**config.mk**
```make
export PLATFORM = sky130hd
export DESIGN_NAME = rb_ser_wr
export DESIGN_NICKNAME = d
export VERILOG_FILES = /design/src/rtl/rb_ser_wr.sv
export SDC_FILE = /design/constraint.sdc
export NUM_CORES = 1
export LEC_CHECK = 0
export ABC_AREA = 1
export CAP_MARGIN = 20
export CORE_MARGIN = 2
export CORE_UTILIZATION = 48
export DETAILED_ROUTE_END_ITERATION = 8
export PLACE_DENSITY_LB_ADDON = 0.3
export SLEW_MARGIN = 30
export SYNTH_ARGS = -nofsm -noshare
export SYNTH_HDL_FRONTEND = slang
export SYNTH_SLANG_ARGS = --single-unit
```
**constraint.sdc**
```tcl
create_clock -name clk_reg -period 2.6 [get_ports clk_reg]
set_clock_uncertainty 0.1 [all_clocks]
set_input_delay 0.52 -clock clk_reg [delete_from_list [all_inputs] [get_ports clk_reg]]
set_output_delay 0.52 -clock clk_reg [all_outputs]
set_load 0.1 [all_outputs]
```
**src/rtl/rb_ser_wr.sv**
```systemverilog
// Serial write front end for the 4x16 register bank: framed bit-serial commands in, one bank write out.
// Optional parity bit is compiled in with `define RB_SER_PARITY_EN.
module rb_ser_wr #(
  parameter int TIMEOUT = 64
) (
  input  logic        clk_reg,
  input  logic        rst,
  input  logic        ser_in,
  input  logic        ser_en,
  output logic [1:0]  addr,
  output logic [15:0] data_in,
  output logic        valid_reg,
  output logic        busy,
  output logic        frame_err,
  output logic [7:0]  err_cnt
);

  localparam logic [2:0] S_IDLE = 3'd0;
  localparam logic [2:0] S_ADDR = 3'd1;
  localparam logic [2:0] S_DATA = 3'd2;
  localparam logic [2:0] S_PAR  = 3'd3;
  localparam logic [2:0] S_STOP = 3'd4;

  logic [2:0]  state_q, state_d;
  logic [3:0]  cnt_q, cnt_d;
  logic [17:0] sh_q, sh_d;
  logic [15:0] idle_q, idle_d;
  logic [1:0]  addr_q, addr_d;
  logic [15:0] data_q, data_d;
  logic        vld_q, vld_d;
  logic        ferr_q, ferr_d;
  logic [7:0]  ecnt_q, ecnt_d;
  logic        reject;
`ifdef RB_SER_PARITY_EN
  logic        par_q, par_d;
  logic        pok_q, pok_d;
`endif

  always_comb begin
    state_d = state_q;
    cnt_d   = cnt_q;
    sh_d    = sh_q;
    idle_d  = idle_q;
    addr_d  = addr_q;
    data_d  = data_q;
    vld_d   = 1'b0;
    ferr_d  = 1'b0;
    ecnt_d  = ecnt_q;
    reject  = 1'b0;
`ifdef RB_SER_PARITY_EN
    par_d   = par_q;
    pok_d   = pok_q;
`endif
    // A strobe in the cycle the timeout would fire takes priority.
    if (state_q != S_IDLE) begin
      if (ser_en)                          idle_d = 16'd0;
      else if (idle_q == 16'(TIMEOUT - 1)) reject = 1'b1;
      else                                 idle_d = idle_q + 16'd1;
    end
    if (ser_en) begin
      case (state_q)
        S_IDLE: if (!ser_in) begin
          state_d = S_ADDR;
          cnt_d   = 4'd0;
          idle_d  = 16'd0;
`ifdef RB_SER_PARITY_EN
          par_d   = 1'b0;
`endif
        end
        S_ADDR, S_DATA: begin
          sh_d  = {sh_q[16:0], ser_in};
          cnt_d = cnt_q + 4'd1;
`ifdef RB_SER_PARITY_EN
          par_d = par_q ^ ser_in;
`endif
          if (state_q == S_ADDR && cnt_q == 4'd1) begin
            state_d = S_DATA;
            cnt_d   = 4'd0;
          end else if (state_q == S_DATA && cnt_q == 4'd15) begin
`ifdef RB_SER_PARITY_EN
            state_d = S_PAR;
`else
            state_d = S_STOP;
`endif
          end
        end
`ifdef RB_SER_PARITY_EN
        S_PAR: begin
          pok_d   = ~(par_q ^ ser_in);
          state_d = S_STOP;
        end
`endif
        S_STOP: begin
`ifdef RB_SER_PARITY_EN
          if (ser_in && pok_q) begin
`else
          if (ser_in) begin
`endif
            addr_d  = sh_q[17:16];
            data_d  = sh_q[15:0];
            vld_d   = 1'b1;
            state_d = S_IDLE;
          end else begin
            reject = 1'b1;
          end
        end
        default: state_d = S_IDLE;
      endcase
    end
    if (reject) begin
      state_d = S_IDLE;
      idle_d  = 16'd0;
      ferr_d  = 1'b1;
      if (ecnt_q != 8'hFF) ecnt_d = ecnt_q + 8'd1;
    end
  end

  always_ff @(posedge clk_reg) begin
    if (rst) begin
      state_q <= S_IDLE;
      cnt_q   <= 4'd0;
      sh_q    <= 18'd0;
      idle_q  <= 16'd0;
      addr_q  <= 2'd0;
      data_q  <= 16'd0;
      vld_q   <= 1'b0;
      ferr_q  <= 1'b0;
      ecnt_q  <= 8'd0;
`ifdef RB_SER_PARITY_EN
      par_q   <= 1'b0;
      pok_q   <= 1'b0;
`endif
    end else begin
      state_q <= state_d;
      cnt_q   <= cnt_d;
      sh_q    <= sh_d;
      idle_q  <= idle_d;
      addr_q  <= addr_d;
      data_q  <= data_d;
      vld_q   <= vld_d;
      ferr_q  <= ferr_d;
      ecnt_q  <= ecnt_d;
`ifdef RB_SER_PARITY_EN
      par_q   <= par_d;
      pok_q   <= pok_d;
`endif
    end
  end

  assign addr      = addr_q;
  assign data_in   = data_q;
  assign valid_reg = vld_q;
  assign frame_err = ferr_q;
  assign err_cnt   = ecnt_q;
  assign busy      = (state_q != S_IDLE);

endmodule
```
# Word level (Yosys, flattened, before mapping)
# Cells that the tools add are included.
# word_totals
regBits,69
wordCells,59
input_bits,4
out_inout_bits,29
# op_classes
eq_ne,10
bitwise_logic,2
muxes,22
n_reduce_logical,13
n_addsub,3
# ops
op,n
$mux 16,6
$add 16x1->16 const B,1
$eq 16x6->1 const B,1
$mux 3,4
$pmux 3 s3,1
$add 8x1->8 const B,1
$mux 1,8
$mux 4,2
$ne 8x8->1 const B,1
$pmux 4 s2,1
$reduce_and 3->1,2
$add 4x1->4 const B,1
$eq 4x1->1 const B,1
$eq 4x4->1 const B,1
$ne 2x2->1 const B,2
$reduce_and 2->1,2
$reduce_and 4->1,1
$reduce_or 2->1,2
$eq 3x1->1 const B,1
$eq 3x2->1 const B,1
$eq 3x3->1 const B,1
$logic_not 3->1,1
$ne 3x3->1 const B,1
$reduce_bool 3->1,1
4 further kinds,6

# Logic depth before layout (Yosys ltp)
# Gate-level depths: netlist of run 1.
# depth
depth_word,8
mapped_depth,11
ltp_nobuf,11

# Least setup slack after synthesis of run 1
# Ideal clock, no wire load.
# synth_path
path_kind,reg2reg
start,reg ecnt_q[0] (netlist: err_cnt[0])
end,reg ecnt_q[6] (netlist: err_cnt[6])
path_slack_ps,102
path_buffers,1
arrival_time_ps,2279
required_time_ps,2381
path_stages_with_launch,8
synth_period_minus_slack_ps,2498
setup_time_ps,119
path_cell_list,dfxtp_1 ha_1 nand2_1 nor3b_1 nand3_1 buf_2 a31oi_1 nor2_1
# synth_via
elab_chain_cells,2
elab_cells_between_ends,3
classes_between,add/sub (1); eq/ne (1); reduce/logical (1)
# synth_lines
item,line,text
"start, declared",32,"logic [7:0] ecnt_q, ecnt_d;"
"start signal, assigned",142,ecnt_q <= ecnt_d;
"parallel branches: the longest is 2 deep, another holds $add 8x1->8",--,
# Several ways; the timed one is not identified.
# A chain may end at the register's enable or synchronous reset.

# Worst setup path in the final report of run 1
# layout_path
start,reg ecnt_q[0] (netlist: err_cnt[0])
end,reg ecnt_q[7] (netlist: err_cnt[7])
# Same word-level chain as after synthesis.

==> results of run 1 <==
-- layout make-up --
class / count / area (um2)
inverter: 42 / 160.2
multi-input combinational: 271 / 1378
sequential: 69 / 1381
clock inverter: 7 / 97.59
fill: 555 / 2444
tap: 75 / 93.84
clock buffer: 9 / 123.9
timing repair buffer: 36 / 277.8
-- kinds of logic (layout without fill, tap and decap cells) --
logic type / count (synthesis) / in the layout / share of synthesized area
buf+inv: 55 / 94 / 0.07625
xor+xnor: 13 / 13 / 0.03812
flops: 69 / 69 / 0.4625
fa+ha+maj: 4 / 4 / 0.01676
compound gates: 79 / 79 / 0.1378
simple gates: 175 / 175 / 0.2685
-- worst max-delay path, cell delays in order (launching register included) --
cell and delay [ns]:
dfxtp_1 0.41, ha_1 0.22, nand2_1 0.09, nor3b_1 0.33
nand3_1 0.39, nand2_1 0.29, nand2_1 0.08, a21oi_1 0.15
-- routing by layer --
metal,vias up,track usage
li1,1346,-
met1,1129,0.1994
met3,11,0.03877
met2,35,0.2881
met5,-,0
met4,0,0.09091
-- worst max-delay path by stage --
stage | startpoint | slack, ns | to | cells past startpoint
2_1_floorplan | err_cnt[0] | 0.10 | err_cnt[6] | 7
3_3_place_gp | ser_en | 0.50 | err_cnt[7] | 7
3_5_place_dp | ser_en | 0.44 | err_cnt[7] | 7
4_1_cts | err_cnt[0] | 0.52 | err_cnt[7] | 7
5_1_grt | err_cnt[0] | 0.29 | err_cnt[7] | 7
6_report | err_cnt[0] | 0.48 | err_cnt[7] | 7
-- stage by stage --
| stage | hold slack [ns] | setup WS, ns |
|---|---|---|
| after floorplan | 0.3457 | 0.1020 |
| after global placement | 0.3331 | 0.4997 |
| after detailed placement | 0.3358 | 0.4445 |
| after CTS | 0.3486 | 0.5164 |
| after global routing | 0.3673 | 0.2853 |
| final | 0.3434 | 0.4767 |
-- cell usage after synthesis (all sizes together) --
library cell	instances	area [um2]
xnor2	2	17.52
nand3	25	155.2
xor2	11	96.34
ha	4	50.05
a31oi	3	18.77
a21oi	35	182.7
o21ai	39	195.2
clkbuf	8	30.03
buf	5	37.53
nor3	3	15.01
dfxtp	69	1381
o21bai	2	15.01
inv	42	160.2
nand4	5	31.28
nand2	56	220.2
nor2	82	350.3
nand3b	3	22.52
nor3b	1	7.510
-- cells in the final DEF (no fill, tap or decap), drive strengths merged --
| cell type | instances |
|---|---|
| nand4 | 5 |
| nor3 | 3 |
| a21oi | 35 |
| ha | 4 |
| o21bai | 2 |
| nand3b | 3 |
| xnor2 | 2 |
| a31oi | 3 |
| clkdlybuf4s50 | 3 |
| clkinvlp | 2 |
| bufinv | 2 |
| buf | 33 |
| o21ai | 39 |
| clkinv | 1 |
| nand3 | 25 |
| inv | 44 |
| xor2 | 11 |
| dfxtp | 69 |
| nor3b | 1 |
| nand2 | 56 |
| clkbuf | 9 |
| nor2 | 82 |
-- where the power goes --
part | switching, uW | internal, uW | total, uW
combinational | 146 | 55.3 | 201
clock | 416 | 545 | 960
sequential | 22.6 | 1090 | 1110
==> results.yml, run 1 <==
die:
  die_y_um: 82.88
  die_width_um: 82.88
  core_mm2: 0.005956
  start_util: 0.5015
  rows: 28
  die-area_mm2: 0.006869
  pin_count: 33
placement:
  placedCellCount: 493
  place_area_mm2: 0.003291
  io_buffers: 32
  gp_congestion: 0.8078
  post-dp-hpwl_um: 3883
timing:
  slew_violations: 0
  worstMarginPinSlew_ns: 0.4265
  finalSetupTns_ns: 0
  max_freq_ghz: 0.4710
  rsz0062_at_grt: "false"
  relSlewSlack: 0.7149
  setup_viol: 0
  hold_viol_final: 0
  post-route-period-util: 0.8166
  period_needed_ns: 2.123
drt:
  wl_met3_um: 173
  final_antenna_net_count: 0
  drc_errors: 0
  wl_um: 5645
  dr.max_layer_used: "met4"
  vias_per_cell: 4.953
  first_pass_iters: 4
  met2WireLength_um: 2764
  wl_per_cell_um: 11.09
  via_count: 2521
  wl_met1_um: 2591
  dr.first_iter.drc_count: 93
yosys:
  syn_area_mm2: 0.002987
  synthesis.nets: 403
  postSynthAreaPerCell_um2: 7.561
  ys_ff_latch: 69
  yosysSeqAreaShare: 0.4625
  synthCells: 395
  synth_cell_types: 29
  yosys_warnings: 0
worst_setup_path:
  r2r-end: "err_cnt[7]"
  r2r_cells: 7
  required_ns: 2.77
  crit_type: "register to register"
  cp-end-kind: "register"
  worstPathMaxFanout: 12
  r2r_setup_slack_ns: 0.48
  r2r_start: "err_cnt[0]"
  worstSetupStartpointType: "register"
  arrival_ns: 2.29
clock_tree:
  numCtsBuffers: 9
  ctsLongestPathBuffers: 2
  clkTransAtPathRegs_ns: 0.08
  clock_sinks: 69
  htree_levels: 3
  holdBufCountCts: 0
  cts_root_buf: "clkbuf_8"
  post_cts_buffers: 0
  cts_resized: 0
  clkLatencyLatePin_ns: 0.34
  cts_tree: "yes"
pwr:
  vdd_drop_max_v: 0.0004207
  p_leak_uw: 0.001434
  power.density_mw_per_mm2: 646.5
  power_uw: 2271
global_routing:
  grt_pass1_vias: 2293
  grt-ovfl-total: 0
  grt_max_degree: 38
  antenna_found_initial: 0
  grt_first_pass_wirelength_um: 9735
  grt_use_total: 0.1701
layout:
  final_design_area_no_fill_mm2: 0.003512
  fin_util: 0.5897
  largest_reg_flops: 18
  layout-drive-gt1-share: 0.1590
  area_growth_pct: 17.60
  nNetsFinal: 437
  largest-register: "sh_q"
  fin_cells: 509
  diodes: 0
hold_path:
  min_path_type: "register to register"
  hold_end: "data_in[3]"
  hold_depth: 2
  min_from: "data_in[3]"
run:
  cap_violations: 0
status:
  status: "completed"
No activity file was read; power rests on OpenSTA's default activity.
==> run 2: changes to the inputs <==
Clock period 2.6 ns to 1.8 ns, I/O delays scaled along.
==> results.yml, run 2 (synthesis results as in run 1) <==
timing:
  max_freq_ghz: 0.5883
  worstMarginPinSlew_ns: 0.3054
  period_needed_ns: 1.700
  setup_viol: 0
  slew_violations: 0
  holdWs_ns: 0.3821
  post-route-period-util: 0.9444
  hold_viol_final: 0
  relSlewSlack: 0.7943
  fin_ws_ns: 0.1001
  finalSetupTns_ns: 0
placement:
  pre_cts_slack_ns: -0.1862
  post-dp-hpwl_um: 4349
  io_buffers: 32
  gp_congestion: 0.7999
global_routing:
  grt_use_total: 0.1879
  grt-ovfl-total: 0
  grt_first_pass_wirelength_um: 10660
  antenna_found_initial: 0
  grt_pass1_vias: 2489
  grt_max_degree: 38
pwr:
  p_int_uw: 2331
  p_leak_uw: 0.001584
  power_uw: 3200
  p_clk_frac: 0.392
  seq_power_share: 0.501
  p_sw_frac: 0.2717
  switching_power_uw: 869.6
  comb_power_share: 0.107
  vdd_drop_max_v: 0.0006973
  power.density_mw_per_mm2: 792.9
worst_setup_path:
  cp_slowest_cell: "dfxtp_4"
  worstPathMaxFanout: 7
  cpPeakStageDelay_ns: 0.37
  cp-end-kind: "register"
  worstSetupStartpointType: "register"
  required_ns: 1.93
  arrival_ns: 1.83
  cp_cell_sequence: "ha_4 > nand2_1 > nor3b_2 > nand3_2 > buf_4 > a31oi_1 > nor2_1"
  crit_type: "register to register"
drt:
  first_pass_iters: 4
  dr.first_iter.drc_count: 115
  drc_errors: 0
  final_antenna_net_count: 0
  wl_per_cell_um: 12.11
  vias_per_cell: 5.102
  wl_um: 6320
  via_count: 2663
die:
  pin_count: 33
  start_util: 0.5015
  rows: 28
  die_y_um: 82.88
  core_mm2: 0.005956
  die-area_mm2: 0.006869
  die_width_um: 82.88
layout:
  layout_common_cells: "nor2_1, dfxtp_1, nand2_1"
  largest-register: "sh_q"
  multiInputGateArea_mm2: 0.001420
  final_common_cell: "nor2_1"
  diodes: 0
  n_fill_cell: 479
  area_growth_pct: 35.15
  seq_area_mm2: 0.001401
  layout-drive-gt1-share: 0.2170
  largest_reg_flops: 18
  nNetsFinal: 450
clock_tree:
  clock_sinks: 69
  htree_levels: 3
  numCtsBuffers: 9
  cts_root_buf: "clkbuf_8"
  clkTransAtPathRegs_ns: 0.08
  cts_tree: "yes"
  ctsLongestPathBuffers: 2
  clkLatencyLatePin_ns: 0.35
hold_path:
  min_path_type: "register to register"
status:
  status: "completed"
run:
  cap_violations: 0
[run 2: power groups by stage]
stage,combinational [uW],clock [uW],sequential [uW]
final,342,1260,1600
after global routing,375,1340,1610
after CTS,341,1280,1600
after detailed placement,340,0,1630
after global placement,332,0,1630
after floorplan,196,0,1660
[run 2: metrics by stage]
stage	instances	cell area (um2)	utilization
after global placement	505	3804	0.6387
after global routing	522	4036	0.6777
final	522	4036	0.6777
after floorplan	395	3024	-
after CTS	521	4001	0.6718
after detailed placement	505	3804	0.6387
[run 2: critical path, delay by kind of cell, from the launching register on]
| family | cells | cell delay [ns] |
|---|---|---|
| buffers and inverters | 1 | 0.21 |
| AOI/OAI and AO/OA | 1 | 0.21 |
| and+or+nand+nor | 4 | 0.56 |
| adders and majority gates | 1 | 0.14 |
| DFF | 1 | 0.37 |
[run 2: layout make-up]
type / instances / area share
clock buffer: 9 / 0.03069
clock inverter: 7 / 0.01829
inverter: 42 / 0.03968
multi-input combinational: 271 / 0.3518
sequential: 69 / 0.3472
tap: 75 / 0.02325
timing repair buffer: 49 / 0.1891
[run 2: final timing paths]
check	from	endpoint	slack, ns	depth (start not counted)
setup / recovery	err_cnt[0]	err_cnt[6]	0.10	7
hold / removal	idle_q[4]	idle_q[4]	0.38	2
setup reg to reg	err_cnt[0]	err_cnt[6]	0.10	7
hold reg to reg	idle_q[4]	idle_q[4]	0.38	2
[run 2: what timing repair did]
item / 4_1_cts / 5_1_grt
hold buffers: 0 / 0
resized for setup: 0 / 7
setup endpoints to repair: 0 / 12
buffers inserted: 0 / 1
[run 2: metal layers]
metal | share of wire | wire, um | global-route usage | vias to the layer above
li1 | - | - | - | 1366
met1 | 0.43 | 2739 | 0.2124 | 1249
met2 | 0.52 | 3255 | 0.3240 | 36
met3 | 0.026 | 165 | 0.03976 | 12
met4 | 0.025 | 160 | 0.1118 | 0
met5 | 0 | 0 | 0 | -
==> run 3: changes to the inputs <==
Settings changed: CAP_MARGIN 20 to default, CTS_BUF_LIST from default to sky130_fd_sc_hd__clkbuf_4 sky130_fd_sc_hd__clkbuf_8 sky130_fd_sc_hd__clkbuf_16.
Clock period 1.8 ns to 1.5 ns, I/O delays scaled along.
==> results.yml, run 3 (synthesis results as in run 1) <==
worst_setup_path:
  r2r-end: "idle_q[4]"
  arrival_ns: 1.94
  required_ns: 1.70
  r2r_setup_slack_ns: -0.24
  r2r_start: "idle_q[1]"
  crit_top_cell: "nand2_4"
  cpLargestDelayFamily: "simple AND/OR/NAND/NOR gates"
  crit_type: "register to register"
  r2r_cells: 10
  worstPathMaxFanout: 4
  cp_cell_sequence: "ha_4 > nand2_4 > nor2_4 > buf_6 > nand3_4 > nand2_4 > nor2_2 > nand3_1 > nand2_1 > a21oi_1"
  cp-end-kind: "register"
  worstSetupStartpointType: "register"
  crit_buf_inv: 1
  cp_slowest_cell: "dfxtp_4"
  cpPeakStageDelay_ns: 0.38
drt:
  via_count: 3176
  dr.first_iter.drc_count: 236
  vias_per_cell: 5.504
  final_antenna_net_count: 0
  drc_errors: 0
  wl_per_cell_um: 17.32
  first_pass_iters: 6
  wl_um: 9992
status:
  violations: "negative setup slack"
  status: "finished with violations"
timing:
  fin_ws_ns: -0.2406
  hold_viol_final: 0
  period_needed_ns: 1.741
  post-route-period-util: 1.160
  rsz0062_at_grt: "true"
  finalSetupTns_ns: -6.557
  max_freq_ghz: 0.5745
  relSlewSlack: 0.7542
  slew_violations: 0
  holdWs_ns: 0.3862
  worstMarginPinSlew_ns: 0.3681
  setup_viol: 51
global_routing:
  use_met2: 0.4150
  grt_max_degree: 41
  use_met3: 0.05268
  grt_use_total: 0.2308
  grt-busiest-layer: "met2"
  grt_use_met1: 0.2573
  grt_first_pass_wirelength_um: 12900
  grt_pass1_vias: 2858
  antenna_found_initial: 0
  grt-ovfl-total: 0
die:
  rows: 28
  die-area_mm2: 0.006869
  start_util: 0.5015
  core_mm2: 0.005956
  die_y_um: 82.88
  pin_count: 33
  die_width_um: 82.88
hold_path:
  min_from: "data_in[8]"
  hold_end: "data_in[8]"
  hold_depth: 2
  min_path_type: "register to register"
placement:
  post-dp-hpwl_um: 4672
  gp_congestion: 0.8743
  io_buffers: 32
  place_area_mm2: 0.004026
layout:
  n_fill_cell: 310
  diodes: 0
  largest-register: "sh_q"
  final_common_cell: "nor2_1"
  layout_common_cells: "nor2_1, dfxtp_1, buf_4"
  area_growth_pct: 66.19
  nNetsFinal: 505
  largest_reg_flops: 18
  layout-drive-gt1-share: 0.4223
  final_design_area_no_fill_mm2: 0.004964
pwr:
  p_leak_uw: 0.001975
  seq_power_share: 0.480
  p_clk_frac: 0.362
  switching_power_uw: 1222
  vdd_drop_max_v: 0.0007870
  p_int_uw: 2787
  power_uw: 4009
  comb_power_share: 0.158
  p_sw_frac: 0.3049
  power.density_mw_per_mm2: 807.6
clock_tree:
  htree_levels: 3
  clock_sinks: 69
  clkLatencyLatePin_ns: 0.37
  holdBufCountCts: 0
  numCtsBuffers: 9
  ctsLongestPathBuffers: 2
  clkTransAtPathRegs_ns: 0.08
  cts_tree: "yes"
  cts_root_buf: "clkbuf_8"
run:
  cap_violations: 0
run 3: cell count changes in the layout (fill, tap and decap cells not counted), sizes merged:
| cell | delta |
|---|---|
| buf | +48 |
| nand2 | +1 |
| nand3 | +1 |
| clkdlybuf4s50 | -1 |
| clkinv | +1 |
| clkbuf | +3 |
| dlymetal6s2s | +1 |
| inv | +2 |
| bufinv | -1 |
run 3: power groups by stage:
stage | combinational [uW] | sequential, uW | clock (uW)
detailed placement | 436 | 1960 | 0
floorplan | 244 | 1990 | 0
finish | 634 | 1920 | 1450
global route | 668 | 1930 | 1530
global placement | 425 | 1960 | 0
CTS | 508 | 1920 | 1450
run 3: how the worst max path moves through the flow:
stage	endpoint	from	cells after the start	slack [ns]
finish	idle_q[4]	idle_q[1]	10	-0.24
global route	idle_q[4]	idle_q[1]	10	-0.30
CTS	busy	state_q[0]	5	-0.18
detailed placement	err_cnt[7]	ser_in	7	-0.34
global placement	err_cnt[7]	ser_en	7	-0.30
floorplan	err_cnt[6]	err_cnt[0]	7	-0.21
run 3: repair_timing:
action,in CTS,in global routing
cloned,3,5
endpoints found under the setup margin,31,45
endpoints found under the hold margin,0,0
gates resized for setup,54,79
pin swaps,28,31
buffers inserted,18,10
run 3: routing by layer:
| layer | wire, um | up-vias | part of all wire |
|---|---|---|---|
| met5 | 0 | - | 0 |
| met4 | 406 | 0 | 0.041 |
| met3 | 459 | 43 | 0.046 |
| met2 | 5287 | 120 | 0.53 |
| met1 | 3838 | 1523 | 0.38 |
| li1 | - | 1490 | - |
run 3: stage by stage:
stage	setup WS [ns]	utilization	cells
after floorplan	-0.2058	-	395
after global routing	-0.3019	0.8334	577
after global placement	-0.2991	0.6761	529
final	-0.2406	0.8334	577
after detailed placement	-0.3385	0.6761	529
after CTS	-0.1850	0.7712	565
run 3: worst register-to-register path, delay by kind of cell (launching register included):
family | cells | cell delay [ns]
AND/OR/NAND/NOR | 7 | 0.79
flip-flops | 1 | 0.38
adder cells (fa/ha/maj) | 1 | 0.15
buffers and inverters | 1 | 0.13
AO/OA/AOI/OAI | 1 | 0.12
run 3: final cells by class:
class	count	area, um2	share of cell area
inverters	42	170.2	0.03428
repair buffers	99	1269	0.2556
clock inverters	6	45.04	0.009075
clock buffers	10	137.6	0.02773
repair inverters	3	20.02	0.004033
well taps	75	93.84	0.01891
multi-input cells	273	1808	0.3643
flip-flops and latches	69	1420	0.2861
